==> src/rtl/if_fetch_unit.sv <==
// Instruction fetch stage: PC generation, in-order imem requests and a prefetch FIFO feeding decode.
// Define IF_PERF_CNT_EN to add the perf_fetched / perf_stall / perf_flushed counters.
module if_fetch_unit #(
  parameter int                ADDR_W     = 32,
  parameter int                DATA_W     = 32,
  parameter logic [ADDR_W-1:0] RESET_PC   = '0,
  parameter int                FIFO_DEPTH = 4
) (
  input  logic              clock,
  input  logic              reset,
  input  logic              enable,
  input  logic              start,
  output logic              imem_req_valid,
  input  logic              imem_req_ready,
  output logic [ADDR_W-1:0] imem_req_addr,
  input  logic              imem_rsp_valid,
  input  logic [DATA_W-1:0] imem_rsp_data,
  input  logic              redirect_valid,
  input  logic [ADDR_W-1:0] redirect_pc,
  output logic              id_valid,
  input  logic              id_ready,
  output logic [DATA_W-1:0] id_instr,
  output logic [ADDR_W-1:0] id_pc,
  output logic [ADDR_W-1:0] id_pc_plus4,
  output logic              busy
`ifdef IF_PERF_CNT_EN
  ,
  output logic [31:0]       perf_fetched,
  output logic [31:0]       perf_stall,
  output logic [31:0]       perf_flushed
`endif
);

  localparam int PTR_W = $clog2(FIFO_DEPTH);
  localparam int CNT_W = PTR_W + 1;
  localparam logic [CNT_W:0] DEPTH_C = (CNT_W + 1)'(FIFO_DEPTH);

  typedef enum logic [1:0] {
    IDLE  = 2'd0,
    RUN   = 2'd1,
    FLUSH = 2'd2
  } state_t;

  state_t state_q, state_d;

  logic [ADDR_W-1:0] pc_q, pc_d;
  logic [CNT_W-1:0]  rdPtr_q, rdPtr_d;
  logic [CNT_W-1:0]  fillPtr_q, fillPtr_d;
  logic [CNT_W-1:0]  allocPtr_q, allocPtr_d;
  logic [CNT_W-1:0]  outstanding_q, outstanding_d;
  logic [CNT_W-1:0]  discard_q, discard_d;

  logic [DATA_W-1:0] instrMem_q [FIFO_DEPTH];
  logic [ADDR_W-1:0] pcMem_q    [FIFO_DEPTH];

  logic             active, issueRoom, reqFire, rspTake, rspDrop, rspPush;
  logic             redirTake, fifoEmpty, pop;
  logic [CNT_W-1:0] fifoCnt;
  logic [PTR_W-1:0] rdIdx;

  // Slots are claimed in the PC queue at request time and filled with data when the response returns.
  assign fifoCnt   = fillPtr_q - rdPtr_q;
  assign fifoEmpty = (fifoCnt == '0);
  assign rdIdx     = rdPtr_q[PTR_W-1:0];
  assign active    = (state_q != IDLE);
  assign issueRoom = ({1'b0, fifoCnt} + {1'b0, outstanding_q}) < DEPTH_C;
  assign reqFire   = imem_req_valid & imem_req_ready;
  assign rspTake   = imem_rsp_valid & active & (outstanding_q != '0);
  assign rspDrop   = rspTake & (discard_q != '0);
  assign rspPush   = rspTake & ~rspDrop;
  assign redirTake = redirect_valid & active;
  assign id_valid  = ~fifoEmpty & ~redirect_valid;
  assign pop       = id_valid & id_ready;

  always_ff @(posedge clock or negedge reset) begin
    if (!reset) begin
      state_q <= IDLE;
    end else begin
      state_q <= state_d;
    end
  end

  always_comb begin
    state_d = state_q;
    case (state_q)
      IDLE: begin
        if (start && enable) begin
          state_d = RUN;
        end
      end
      RUN, FLUSH: begin
        if (redirTake) begin
          state_d = (discard_d != '0) ? FLUSH : RUN;
        end else if (state_q == FLUSH && discard_d == '0) begin
          state_d = RUN;
        end
      end
      default: state_d = IDLE;
    endcase
  end

  always_comb begin
    imem_req_valid = ((state_q == RUN) || (state_q == FLUSH)) && enable && issueRoom;
    busy           = (state_q != IDLE);
  end

  always_comb begin
    outstanding_d = outstanding_q + CNT_W'(reqFire) - CNT_W'(rspTake);
    pc_d          = pc_q;
    rdPtr_d       = rdPtr_q;
    fillPtr_d     = fillPtr_q;
    allocPtr_d    = allocPtr_q;
    discard_d     = discard_q;
    // A redirect discards everything still in flight, including a request firing this very cycle.
    if (redirTake) begin
      pc_d       = redirect_pc & ~ADDR_W'(3);
      rdPtr_d    = '0;
      fillPtr_d  = '0;
      allocPtr_d = '0;
      discard_d  = outstanding_d;
    end else begin
      if (reqFire) begin
        pc_d       = pc_q + ADDR_W'(4);
        allocPtr_d = allocPtr_q + CNT_W'(1);
      end
      if (rspPush) begin
        fillPtr_d = fillPtr_q + CNT_W'(1);
      end
      if (rspDrop) begin
        discard_d = discard_q - CNT_W'(1);
      end
      if (pop) begin
        rdPtr_d = rdPtr_q + CNT_W'(1);
      end
    end
  end

  always_ff @(posedge clock or negedge reset) begin
    if (!reset) begin
      pc_q          <= RESET_PC;
      rdPtr_q       <= '0;
      fillPtr_q     <= '0;
      allocPtr_q    <= '0;
      outstanding_q <= '0;
      discard_q     <= '0;
    end else begin
      pc_q          <= pc_d;
      rdPtr_q       <= rdPtr_d;
      fillPtr_q     <= fillPtr_d;
      allocPtr_q    <= allocPtr_d;
      outstanding_q <= outstanding_d;
      discard_q     <= discard_d;
    end
  end

  always_ff @(posedge clock) begin
    if (reqFire && !redirTake) begin
      pcMem_q[allocPtr_q[PTR_W-1:0]] <= pc_q;
    end
    if (rspPush && !redirTake) begin
      instrMem_q[fillPtr_q[PTR_W-1:0]] <= imem_rsp_data;
    end
  end

  assign imem_req_addr = pc_q;
  assign id_instr      = fifoEmpty ? '0 : instrMem_q[rdIdx];
  assign id_pc         = fifoEmpty ? '0 : pcMem_q[rdIdx];
  assign id_pc_plus4   = fifoEmpty ? '0 : pcMem_q[rdIdx] + ADDR_W'(4);

`ifdef IF_PERF_CNT_EN
  logic [31:0] fetched_q, stall_q, flushed_q;
  logic [32:0] flushSum;

  // Flushed work counts dropped responses, FIFO entries cleared and a response landing in a redirect cycle.
  assign flushSum = {1'b0, flushed_q} + 33'(rspDrop) + 33'(rspPush & redirTake)
                  + (redirTake ? 33'(fifoCnt) : 33'd0);

  always_ff @(posedge clock or negedge reset) begin
    if (!reset) begin
      fetched_q <= '0;
      stall_q   <= '0;
      flushed_q <= '0;
    end else begin
      if (pop && fetched_q != '1) begin
        fetched_q <= fetched_q + 32'd1;
      end
      if (state_q == RUN && imem_req_valid && !imem_req_ready && stall_q != '1) begin
        stall_q <= stall_q + 32'd1;
      end
      flushed_q <= flushSum[32] ? '1 : flushSum[31:0];
    end
  end

  assign perf_fetched = fetched_q;
  assign perf_stall   = stall_q;
  assign perf_flushed = flushed_q;
`endif

endmodule

==> config.mk <==
export PLATFORM = sky130hd
export DESIGN_NAME = if_fetch_unit
export DESIGN_NICKNAME = d
export VERILOG_FILES = /design/src/rtl/if_fetch_unit.sv
export SDC_FILE = /design/constraint.sdc
export NUM_CORES = 1
export LEC_CHECK = 0
export BUFFER_PORTS_ARGS = -buffer_cell sky130_fd_sc_hd__buf_2
export CAP_MARGIN = 20
export CORE_MARGIN = 2
export CORE_UTILIZATION = 51
export DETAILED_ROUTE_END_ITERATION = 6
export PLACE_DENSITY = 0.76
export SLEW_MARGIN = 5
export SYNTH_ARGS = -nofsm -noshare
export SYNTH_HDL_FRONTEND = slang
export SYNTH_SLANG_ARGS = --single-unit
==> constraint.sdc <==
create_clock -name clock -period 5.7 [get_ports clock]
set_input_delay 0.855 -clock clock [delete_from_list [all_inputs] [get_ports clock]]
set_output_delay 0.855 -clock clock [all_outputs]
set_load 0.02 [all_outputs]
======== Word level (Yosys, flattened, before mapping) ========
Memory sizes are Yosys's and may differ from the RTL's.
Index checks and enable logic that the tools add are counted.
cells by class
  magnitude comparators ................... 1
  multiplexer cells ....................... 22
  reduce and logical (&&, ||, !) cells .... 20
  bitwise logic cells ..................... 11
  $add $sub $neg .......................... 10
  eq/ne operators ......................... 4
operators by type and width
  operator                                                                       number
  32-bit 2-to-1 mux                                                              5
  32-bit by 3-bit adder with 32-bit output (second input constant)               2
  3-bit 2-to-1 mux                                                               8
  3-bit by 1-bit adder with 3-bit output (second input constant)                 3
  3-bit nonzero test                                                             3
  1-bit AND                                                                      8
  2-bit 2-to-1 mux                                                               4
  2-bit nonzero test                                                             4
  1-bit logical AND                                                              6
  3-bit zero test                                                                2
  3-bit by 3-bit adder with 4-bit output                                         1
  4-bit by 3-bit less-than comparator with 1-bit output (second input constant)  1
  1-bit 2-to-1 mux                                                               4
  2-bit one-hot mux with 2 select lines                                          1
  3-bit by 1-bit adder with 3-bit output                                         1
  3-bit inequality test (second input constant)                                  1
  1-bit inverter                                                                 3
  3-bit by 1-bit subtractor with 3-bit output                                    1
  3-bit by 1-bit subtractor with 3-bit output (second input constant)            1
  3-bit subtractor                                                               1
  2-bit by 1-bit == test with 1-bit output (second input constant)               1
  2-bit == test (second input constant)                                          1
  2-bit zero test                                                                1
  2-bit inequality test (second input constant)                                  1
  4 further kinds                                                                4
storage, ports and cells
  flip-flop bits (word level) ............. 49
  memories ................................ 2
  memory bits (writable) .................. 256
memory list
  name        depth  width  read ports  clocked after Yosys merged registers in  write ports  line  source
  instrMem_q  4      32     1           0                                        1            53    logic [DATA_W-1:0] instrMem_q [FIFO_DEPTH];
  pcMem_q     4      32     1           0                                        1            54    logic [ADDR_W-1:0] pcMem_q [FIFO_DEPTH];

======== Longest topological paths before layout ========
  depth in word-level cells ............... 13
  gate-level depth with buffers ........... 23
  depth with buffers taken out ............ 18

======== Worst setup path after synthesis ========
OpenSTA, ideal clock, no wires.
  path kind ............................... register -> register
  start ................................... reg rdPtr_q[1]
  end ..................................... reg state_q[0]
  data arrival time ....................... 5,353 ps
  stages on the path, launching flop included .. 24
  path buffers ............................ 7
  setup time .............................. 83 ps
  required time ........................... 5,617 ps
  setup slack ............................. 264 ps
  path through ............................ dfrtp_1 > buf_4 > buf_4 > buf_2 > buf_2 > buf_1 > inv_1 > fa_1 > xnor3_1 > ha_1 > and4bb_1 > and4_1 > buf_4 > inv_4 > clkbuf_1 > ha_1 > inv_1 > ha_1 > inv_1 > fa_1 > inv_1 > o31a_1 > or4_1 > o21ai_0
between the ends
  word-level cells in the longest chain between the ends .. 12
  elaborated cells between the ends (all ways) .. 16
RTL lines
  element                                                                       line    source
  from (decl)                                                                   47      logic [CNT_W-1:0] rdPtr_q, rdPtr_d;
  from (signal assigned)                                                        148     rdPtr_q <= rdPtr_d;
  3-bit subtractor (*)                                                          62      assign fifoCnt = fillPtr_q - rdPtr_q;
  3-bit by 3-bit adder with 4-bit output (*)                                    66      assign issueRoom = ({1'b0, fifoCnt} + {1'b0, outstanding_q}) < DEPTH_C;
  4-bit by 3-bit less-than comparator with 1-bit output (*)                     66
  1-bit logical AND (*)                                                         103     imem_req_valid = ((state_q == RUN) || (state_q == FLUSH)) && enable && issueRoom;
  1-bit AND (*)                                                                 67      assign reqFire = imem_req_valid & imem_req_ready;
  3-bit by 1-bit adder with 3-bit output (*)                                    108     outstanding_d = outstanding_q + CNT_W'(reqFire) - CNT_W'(rspTake);
  3-bit by 1-bit subtractor with 3-bit output (*)                               108
  net outstanding_d[1]                                                          50      logic [CNT_W-1:0] outstanding_q, outstanding_d;
  3-bit 2-to-1 mux (*)                                                          115     if (redirTake) begin
  3-bit nonzero test or 3-bit zero test (tied branches)                         93, 94
  2-bit 2-to-1 mux or 1-bit logical AND (tied branches)                         93, 94
  2-bit 2-to-1 mux or 3-bit inequality test (tied branches)                     -
  2-bit one-hot mux with 2 select lines or 2-bit AND reduction (tied branches)  -
  to (signal assigned)                                                          79      state_q <= state_d;
  to (decl)                                                                     44      state_t state_q, state_d;
The timed path passes the listed nets; every way through them passes the cells marked *.
A chain may end at the register's enable or synchronous reset.

======== Worst setup path in the final report ========
  start ................................... reg rdPtr_q[1]
  end ..................................... out id_pc_plus4[26]
between the ends
  word-level cells in the longest chain between the ends .. 3
  elaborated cells between the ends (all ways) .. 5
RTL lines
  element                                                                      line     source
  memory 4 x 32 bit or 3-bit subtractor (tied branches)                        -
  32-bit by 3-bit adder with 32-bit output or 3-bit zero test (tied branches)  168, 63
  32-bit 2-to-1 mux (*)                                                        168      assign id_pc_plus4 = fifoEmpty ? '0 : pcMem_q[rdIdx] + ADDR_W'(4);
  to (decl)                                                                    24       output logic [ADDR_W-1:0] id_pc_plus4,
Mark *: on every way between the ends. The rest lies on a longest branch, timed or not.

==> out/qor.yml <==
status: "complete, no violations"
die-width_um: 164
ys_warn_count: 0
cp_max_fo: 64
io_buffers: 194
crit_start: "rdPtr_q[1]"
holdCritPathClass: "in -> async"
synth.top_cell.area_share: 0.570
cts_root_buf: "clkbuf_16"
muxShareOfSynthArea: 0.116
synth_xor_area_frac: 0.0265
vias: 7958
p_int_mw: 5.34
post-place-ws_ns: 0.974
numCtsBuffers: 30
ant_nets: 0
rows: 58
critPathBufInv: 2
slew_headroom: 0.311
grt_pass1_vias: 7870
worst_pin_slew_ns: 1.03
synthFlopType: "edfxtp_1"
p_sw_mw: 3.72
synth_seq_cells: 294
fp.dieH_um: 164
synth-compound-area-share: 0.0340
rsz0062_at_grt: "no"
grt_antenna_before_repair: 0
setup_slack_ns: 1.02
cp-start-kind: "flip-flop"
core_area_um2: 25200
post_cts_resized: 0
cts.clk_slew.worst_paths_ns: 0.06
hold_buffers: 0
seqPwrFrac: 0.333
antenna_cells: 0
ff2ff_setup_slack_ns: 1.02
postCtsSetupRepairBufs: 0
ir_drop_v: 0.000427
fin_util: 0.608
critPathTopFamily: "simple AND/OR/NAND/NOR gates"
synth_edf_count: 248
cts_max_level: 1
drtIter0Drc: 725
slowest_stage: "buf_4"
clock_path_buffers: 3
fin_setup_tns_ns: 0
path_class: "reg -> out"
wl_um: 28700
drv_slew: 0
drive_above_1_share: 0.310
skew_ns: 0.0112
end_kind: "primary output"
syn-cell-area_um2: 13100
synth_cell_type_count: 53
r2r_start: "fillPtr_q[0]"
period_needed_ns: 4.68
netSwitchingFraction: 0.411
initial_utilization: 0.518
required_ns: 4.85
syn_to_final_growth_pct: 17.3
clock-sinks: 294
crit_chain: "buf_4 > mux4_2 > ha_1 > and4_1 > nand3_1 > or4_1 > a21oi_1 > buf_2"
synth-simple-area-share: 0.114
dpl_cell_area_um2: 14300
pwr-share-clk: 0.213
async_reset_ff_frac: 0.156
drt-pass1-iter-count: 5
syn_area_per_cell_um2: 15.4
cts_tree: "built"
synth_cells: 850
insertion_delay_ns: 0.54
grt_usage: 0.215
io_pins: 203
cap_violations: 0
dp_cells: 1344
final_nets: 1141
grt_pass1_wl_um: 44000
p_leak_nw: 5.57
drt-wirelength-per-cell_um: 20.5
r2r_cells: 19
synth-seq-area-share: 0.659
vias_per_cell: 5.69
synthAdderAreaFrac: 0.0232
cpPeakStageDelay_ns: 0.74
synth.area.top_cells: "edfxtp_1 (57%), mux4_2 (11%), dfrtp_1 (8.8%), and2_1 (3.1%), ha_1 (2.0%)"
grt_max_degree: 65
pwr-share-comb: 0.454
dieArea_um2: 26900
fin_area_um2: 15300
yosysMostFrequentCell: "edfxtp_1"
dpl.hpwl_um: 18400
routabilityCongestion: 0.846
power.density_nw_per_um2: 592
hold_viol_final: 0
timing.rr.end: "state_q[0]"
yosys-top-cells-count: "edfxtp_1 (248), and2_1 (64), mux4_2 (61)"
setup_viol: 0
critPathArrivalTime_ns: 3.83
grt-ovfl-total: 0
synth_area_leader_cell: "edfxtp_1"
fin_crit_sh: 0.822
fmax_mhz: 213
drc: 0
fillers: 1905
synth_top_family_by_area: "multiplexers"
fin_cells: 1398
==> flip-flops by register name (all words and copies together), names as in the netlist <==
signal and flops:
state_q 2, instrMem_q 128, outstanding_q 3, pcMem_q 120, fillPtr_q 3, discard_q 3, imem_req_addr 30, allocPtr_q 2
rdPtr_q 3
==> cells by family after synthesis <==
family	Yosys count
buf+inv	74
flops	294
fa+ha+maj	23
compound gates	74
other cells	1
simple gates	274
xor+xnor	38
mux	72
==> layout make-up <==
| type | count | area, um2 | share of cell area |
|---|---|---|---|
| tap | 330 | 413 | 0.0270 |
| inverter | 23 | 88.8 | 0.00580 |
| sequential | 294 | 8600 | 0.562 |
| multi-input combinational | 487 | 4140 | 0.270 |
| clock buffer | 37 | 798 | 0.0521 |
| timing repair buffer | 210 | 1090 | 0.0713 |
| clock inverter | 17 | 180 | 0.0118 |
==> per-stage QoR <==
stage | total power [mW] | hold WS, ns
global route | 9.58 | 0.452
finish | 9.06 | 0.412
floorplan | 5.78 | 0.515
detailed placement | 7.19 | 0.561
CTS | 9.14 | 0.420
global placement | 7.12 | 0.556
==> power groups by stage <==
stage	sequential, mW	combinational [mW]	clock (mW)
after floorplan	3.03	2.75	0
after global routing	3.05	4.47	2.05
after detailed placement	3.05	4.14	0
final	3.02	4.11	1.93
after global placement	3.03	4.09	0
after CTS	3.01	4.16	1.97
==> worst max-delay path by stage <==
stage | slack (ns) | cells after the start | endpoint
2_1_floorplan | 0.26 | 23 | state_q[0]
3_3_place_gp | 1.09 | 19 | state_q[0]
3_5_place_dp | 0.97 | 19 | state_q[0]
4_1_cts | 0.99 | 7 | id_pc_plus4[30]
5_1_grt | 0.74 | 19 | state_q[0]
6_report | 1.02 | 8 | id_pc_plus4[26]
==> routing by layer <==
| metal | vias up | track usage | part of all wire |
|---|---|---|---|
| met3 | 49 | 0.0359 | 0.066 |
| met1 | 3971 | 0.301 | 0.42 |
| li1 | 3631 | - | - |
| met2 | 307 | 0.353 | 0.49 |
| met4 | 0 | 0.0602 | 0.022 |
| met5 | - | 0 | 0 |
==> cells in the final DEF (no fill, tap or decap), types with 2 or more instances in the layout <==
cell / count
edfxtp_1: 248
buf_2: 194
and2_1: 64
mux4_2: 61
nand2_1: 50
nor2_1: 47
dfrtp_1: 44
o21ai_0: 34
clkbuf_16: 31
nand3_1: 22
inv_1: 22
xnor2_1: 21
ha_1: 21
and3_1: 17
xor2_1: 16
buf_4: 16
nand4_1: 14
nor3_1: 13
a31oi_1: 12
a21oi_1: 11
or3_1: 10
nor4_1: 9
mux2_2: 9
or4_1: 8
clkinv_1: 8
o31ai_1: 6
conb_1: 6
clkbuf_1: 6
and4_1: 5
bufinv_16: 4
clkinv_2: 3
nand2b_1: 2
or3b_2: 2
nor2_4: 2
o311a_1: 2
o31a_1: 2
fa_1: 2
clkinvlp_4: 2
Note: power is estimated with default switching activity, not from simulation.
